### config.mk
export PLATFORM = sky130hd
export DESIGN_NAME = serial_parity_checker_parity_lane
export DESIGN_NICKNAME = d
export VERILOG_FILES = /design/src/rtl/serial_parity_checker_pkg.sv /design/src/rtl/serial_parity_checker_parity_lane.sv
export SDC_FILE = /design/constraint.sdc
export NUM_CORES = 1
export LEC_CHECK = 0
export ABC_CLOCK_PERIOD_IN_PS = 1530
export CORE_AREA = 2 2 39 41
export CTS_CLUSTER_SIZE = 25
export DETAILED_ROUTE_END_ITERATION = 6
export DIE_AREA = 0 0 41 43
export PLACE_DENSITY = 0.32
export SYNTH_ARGS = -nofsm -noshare
export SYNTH_HDL_FRONTEND = slang
export SYNTH_SLANG_ARGS = --single-unit
export TNS_END_PERCENT = 1
### constraint.sdc
create_clock -name clock -period 1.53 [get_ports clock]
set_input_delay 0.459 -clock clock [delete_from_list [all_inputs] [get_ports clock]]
set_output_delay 0.459 -clock clock [all_outputs]
set_load 0.05 [all_outputs]
### src/rtl/serial_parity_checker_pkg.sv
// Shared definitions for the serial parity checker.
// Holds the FSM state encoding and the parity-mode constants used by the
// top level (serial_parity_checker) and its lane slice.
package serial_parity_checker_pkg;

  // All four 2-bit codes are assigned, so the state register has no
  // unreachable encodings.
  typedef enum logic [1:0] {
    ST_IDLE = 2'b00,
    ST_DATA = 2'b01,
    ST_PAR  = 2'b10,
    ST_DONE = 2'b11
  } state_t;

  localparam logic PAR_EVEN = 1'b0;
  localparam logic PAR_ODD  = 1'b1;

endpackage

### src/rtl/serial_parity_checker_parity_lane.sv
// One lane of the parity checker: running XOR of accepted data bits and the
// mismatch flag produced when the parity bit arrives.
// Ports: clock/reset; clr (synchronous clear), acc_en (fold data_bit into
// run_par), chk_en (compare data_bit as parity bit), mode (0 even, 1 odd);
// outputs run_par and err, both registered.
module serial_parity_checker_parity_lane
  import serial_parity_checker_pkg::*;
(
  input  logic clock,
  input  logic reset,
  input  logic clr,
  input  logic acc_en,
  input  logic chk_en,
  input  logic mode,
  input  logic data_bit,
  output logic run_par,
  output logic err
);

  always_ff @(posedge clock or posedge reset) begin
    if (reset) begin
      run_par <= 1'b0;
      err     <= 1'b0;
    end else if (clr) begin
      run_par <= 1'b0;
      err     <= 1'b0;
    end else begin
      if (acc_en) begin
        run_par <= run_par ^ data_bit;
      end
      // In odd mode a correct parity bit is the inverse of the data XOR,
      // so folding mode in makes err=0 mean "parity good" in both modes.
      if (chk_en) begin
        err <= data_bit ^ run_par ^ mode;
      end
    end
  end

endmodule

; ---- Word-level counts from Yosys, hierarchy flattened
; Index checks and enable logic that the tools add are counted.
[totals]
regBits = 2
inputBits = 7
output_inout_bits = 2
word_cells = 10
[op_classes]
muxes = 4
n_bitwise = 2
n_reduce_logical = 2
[op_table]
columns = operator, count
row1 = 1-bit 2-to-1 mux, 4
row2 = 2-bit nonzero test, 2
row3 = 1-bit bitwise XOR, 2

; ---- Longest topological paths before layout
[depth]
ltp_word = 4
mapped_depth = 3
depth_no_buf = 3

; ---- Worst setup path before layout
; No wires, ideal clock.
[synth_timing]
path_type = register to register
from = register run_par
to = register err
setup_ps = 120
t_arrival_ps = 1298
t_required_ps = 1410
setup_slack_ps = 112
stages_incl_launch_ff = 4
n_path_buf = 0
synth_period_minus_slack_ps = 1418
cell_sequence = dfrtp_1 xor3_1 mux2i_1 nor2_1
[synth_via]
elab_chain_len = 4
[synth_rtl]
columns = element, line
row1 = start: declaration, serial_parity_checker_parity_lane.sv:16  ; output logic run_par,
row2 = start signal: assignment, serial_parity_checker_parity_lane.sv:29  ; run_par <= run_par ^ data_bit;
row3 = 1-bit bitwise XOR (2 in a row), serial_parity_checker_parity_lane.sv:34  ; err <= data_bit ^ run_par ^ mode;
row4 = 1-bit 2-to-1 mux, serial_parity_checker_parity_lane.sv:33  ; if (chk_en) begin
row5 = 1-bit 2-to-1 mux, serial_parity_checker_parity_lane.sv:24  ; end else if (clr) begin
row6 = end signal: assignment, serial_parity_checker_parity_lane.sv:34
row7 = end: declaration, serial_parity_checker_parity_lane.sv:17  ; output logic err
; Every way passes these cells. The select of a mux whose other input is x is not followed.
; A chain may end at the register's enable or synchronous reset.

; ---- Worst setup path in the final report
[layout_timing]
from = input data_bit
to = register err
[layout_via]
elab_chain_len = 4
[layout_rtl]
columns = element, line
row1 = start: declaration, serial_parity_checker_parity_lane.sv:15  ; input logic data_bit,
row2 = 1-bit bitwise XOR (2 in a row), serial_parity_checker_parity_lane.sv:34
row3 = 1-bit 2-to-1 mux, serial_parity_checker_parity_lane.sv:33
row4 = 1-bit 2-to-1 mux, serial_parity_checker_parity_lane.sv:24
; Every way passes these cells. The select of a mux whose other input is x is not followed.

==> results.txt <==
----------------------------------------------------
[Clock network]
  Later-pin clock latency in the skew report ... ~0.22 ns
  CTS HTree Levels ... 1
  Cts repair resizes ... 0
  Worst-path clk slew ... 0.03 ns
  CTS hold repair buffers ... 0
  Sinks on the clock net ... 2
  Post-CTS Setup Inserts ... 0
  Maximum clock insertion buffer count ... 2
  Number of buffers added by the clock tree synthesis step ... 3
  Clock Root Buffer ... clkbuf_4
  TritonCTS clock tree ... yes

[Power and ir drop]
  Static leakage ... roughly 0.12 nW
  Areal power density over the cells ... 1010 mW/mm^2
  VDD IR-drop max ... between 0.2 and 0.25 mV

[Cells and area]
  Filler Cells Inserted ... 147
  Final std cells w/o fill ... 36
  Final core utilization ... 0.181
  Number of nets in the layout ... 29
  Most frequent cells in the layout ... 6 x clkdlybuf4s50_1, 3 x clkbuf_4, 2 x nor2_1, 2 x dfrtp_1, 2 x buf_12
  Most frequent standard cell in the layout excluding fill and tap cells ... clkdlybuf4s50_1
  Number of diodes ... 0
  Area Growth Syn to Fin ... 133%
  Layout cell share with drive strength beyond 1 ... 0.250

[Detailed routing]
  Routed Wire Length ... 272 um
  First-pass detailed-route iteration total ... 4
  Drt first-iter violations ... 3
  Final ANT Viol Nets ... 0
  Post-route DRC violation count ... 0
  DR WL/cell ... 7.56 um
  Via count normalized by instance count ... between 2 and 3
  Total number of vias ... 98

[Global routing]
  Met1 capacity usage during global routing ... 0.0355
  GR Util met2 ... 0.0344
  First-pass GRT wire length ... 386 um
  Grt ovf ... 0
  Antenna violations before repair ... 0
  Met3 Usage GRT ... 0.0733
  Layer with the highest usage ... met3
  Pin count of the biggest net entering global routing ... 4
  Number of global-route vias before repair ... 90
  Tot GR Track Use ... 0.0422

[Timing]
  Share of the cycle needed by the critical path after routing ... 0.885
  Final critical delay including setup and external delays ... 1.35 ns
  Max-slew violation count ... 0
  Setup-failing EPs final ... 0
  Achievable clock frequency ... between 700 and 800 MHz
  Total negative setup slack ... 0 ns
  Transition time at the pin with the least slew margin ... 0.167 ns
  Max Clock Skew ... 0.00364 ns
  Max_slew headroom ... 0.889
  Setup repair after global routing missed its margin ... false
  Hold Violations, Final ... 0

[Run status]
  Status ... completed

[Worst setup path]
  CP arrival ... between 1 and 1.5 ns
  Required arrival time at the worst endpoint ... between 1.5 and 2 ns
  Endpoint kind of the worst setup timing path ... flop
  Setup CP Type ... in -> reg
  R2R Path Start ... run_par$_DFFE_PP0P_
  Endpoint of the worst register-to-register path ... err$_DFFE_PP0P_
  Register-to-register path setup slack ... 0.39 ns
  R2R depth ... 3
  Type of element launching the critical path ... input port
  Maximum fanout count along the critical path ... 2

[Logic synthesis]
  Instance count of the mapped netlist ... 9
  YS warnings ... 0
  Avg Inst Size Synth ... 12.0 sq um
  Synthesized netlist net count ... 16
  Sequential-to-total area share from yosys stat ... 0.465
  Count of cell types in the netlist ... 7
  Synth Cell Area ... 108 sq um
  Seq cells post-synth ... 2

[Placement]
  Count of buffers inserted at the top-level ports ... 8
  Number of instances in the placed design ... 33
  Weighted congestion reported at the end of routability-driven placement ... a little under 0.6

[Job]
  Max Cap Violations ... 0

[Die]
  Total Die Area ... 0.00176 sq mm
  Number of core rows ... 14
  Core footprint ... between 0.001 and 0.0015 sq mm
  Die Y-Extent ... 43 um
  IO Count ... 9
  Starting utilization of the core area ... 0.0778
  Die extent in x ... between 40 and 50 um

[Worst hold path]
  Worst min-delay path class ... in -> async

----------------------------------------------------
## flip-flops by register name (all words and copies together) (netlist names)
register  cells
run_par       1
err           1
## kinds of logic after synthesis
family                    after synthesis  share of synthesized area
muxes                                   1                     0.0930
xor gates and xnor gates                2                      0.302
DFF                                     2                      0.465
buffers and inverters                   1                     0.0349
and+or+nand+nor                         3                      0.105
## per-stage QoR
stage,worst slack [ns],hold WS [ns],total power [mW],cell area (sq um)
after floorplan,0.112,0.200,0.0970,108
after global placement,-0.0544,0.589,0.140,228
after detailed placement,-0.0503,0.601,0.139,228
after CTS,0.179,0.391,0.261,250
after global routing,0.107,0.412,0.271,250
final,0.177,0.398,0.253,250
## cell usage after synthesis
| cell type | instances | area share |
|---|---|---|
| xor2_1 | 1 | 0.081 |
| mux2i_1 | 1 | 0.093 |
| nor2_1 | 2 | 0.070 |
| inv_1 | 1 | 0.035 |
| nand2_1 | 1 | 0.035 |
| dfrtp_1 | 2 | 0.47 |
| xor3_1 | 1 | 0.22 |
## where the power goes
part           total [mW]  internal [mW]  switching, mW
registers          0.0646         0.0582        0.00641
clock network       0.114         0.0863         0.0280
logic              0.0738         0.0446         0.0292
total               0.253          0.189         0.0636
## per-layer routing
layer  routed length (um)  share of wire  vias up
li1                     -              -       50
met1                  116           0.43       39
met2                   77           0.28        9
met3                   77           0.28        0
met4                    0              0        0
met5                    0              0        -
## critical path, stage by stage
cell and delay (ns):
clkdlybuf4s50_1 0.50, xor3_1 0.30, mux2i_1 0.14, nor2_1 0.05
## how the worst max path moves through the flow
stage,start,cells past startpoint,slack [ns],endpoint
floorplan,run_par$_DFFE_PP0P_,3,0.11,err$_DFFE_PP0P_
global placement,data_bit,4,-0.05,err$_DFFE_PP0P_
detailed placement,data_bit,4,-0.05,err$_DFFE_PP0P_
CTS,data_bit,4,0.18,err$_DFFE_PP0P_
global route,data_bit,4,0.11,err$_DFFE_PP0P_
finish,data_bit,4,0.18,err$_DFFE_PP0P_
## area by class of cell
class                      instances  area [sq um]  share of cell area
timing repair buffer               8           100               0.400
sequential                         2          50.0               0.200
clock buffer                       3          22.5              0.0900
multi-input combinational          6          53.8               0.215
inverter                           1          3.75              0.0150
tap                               16          20.0              0.0800
Power figures use the tool's default switching activity.
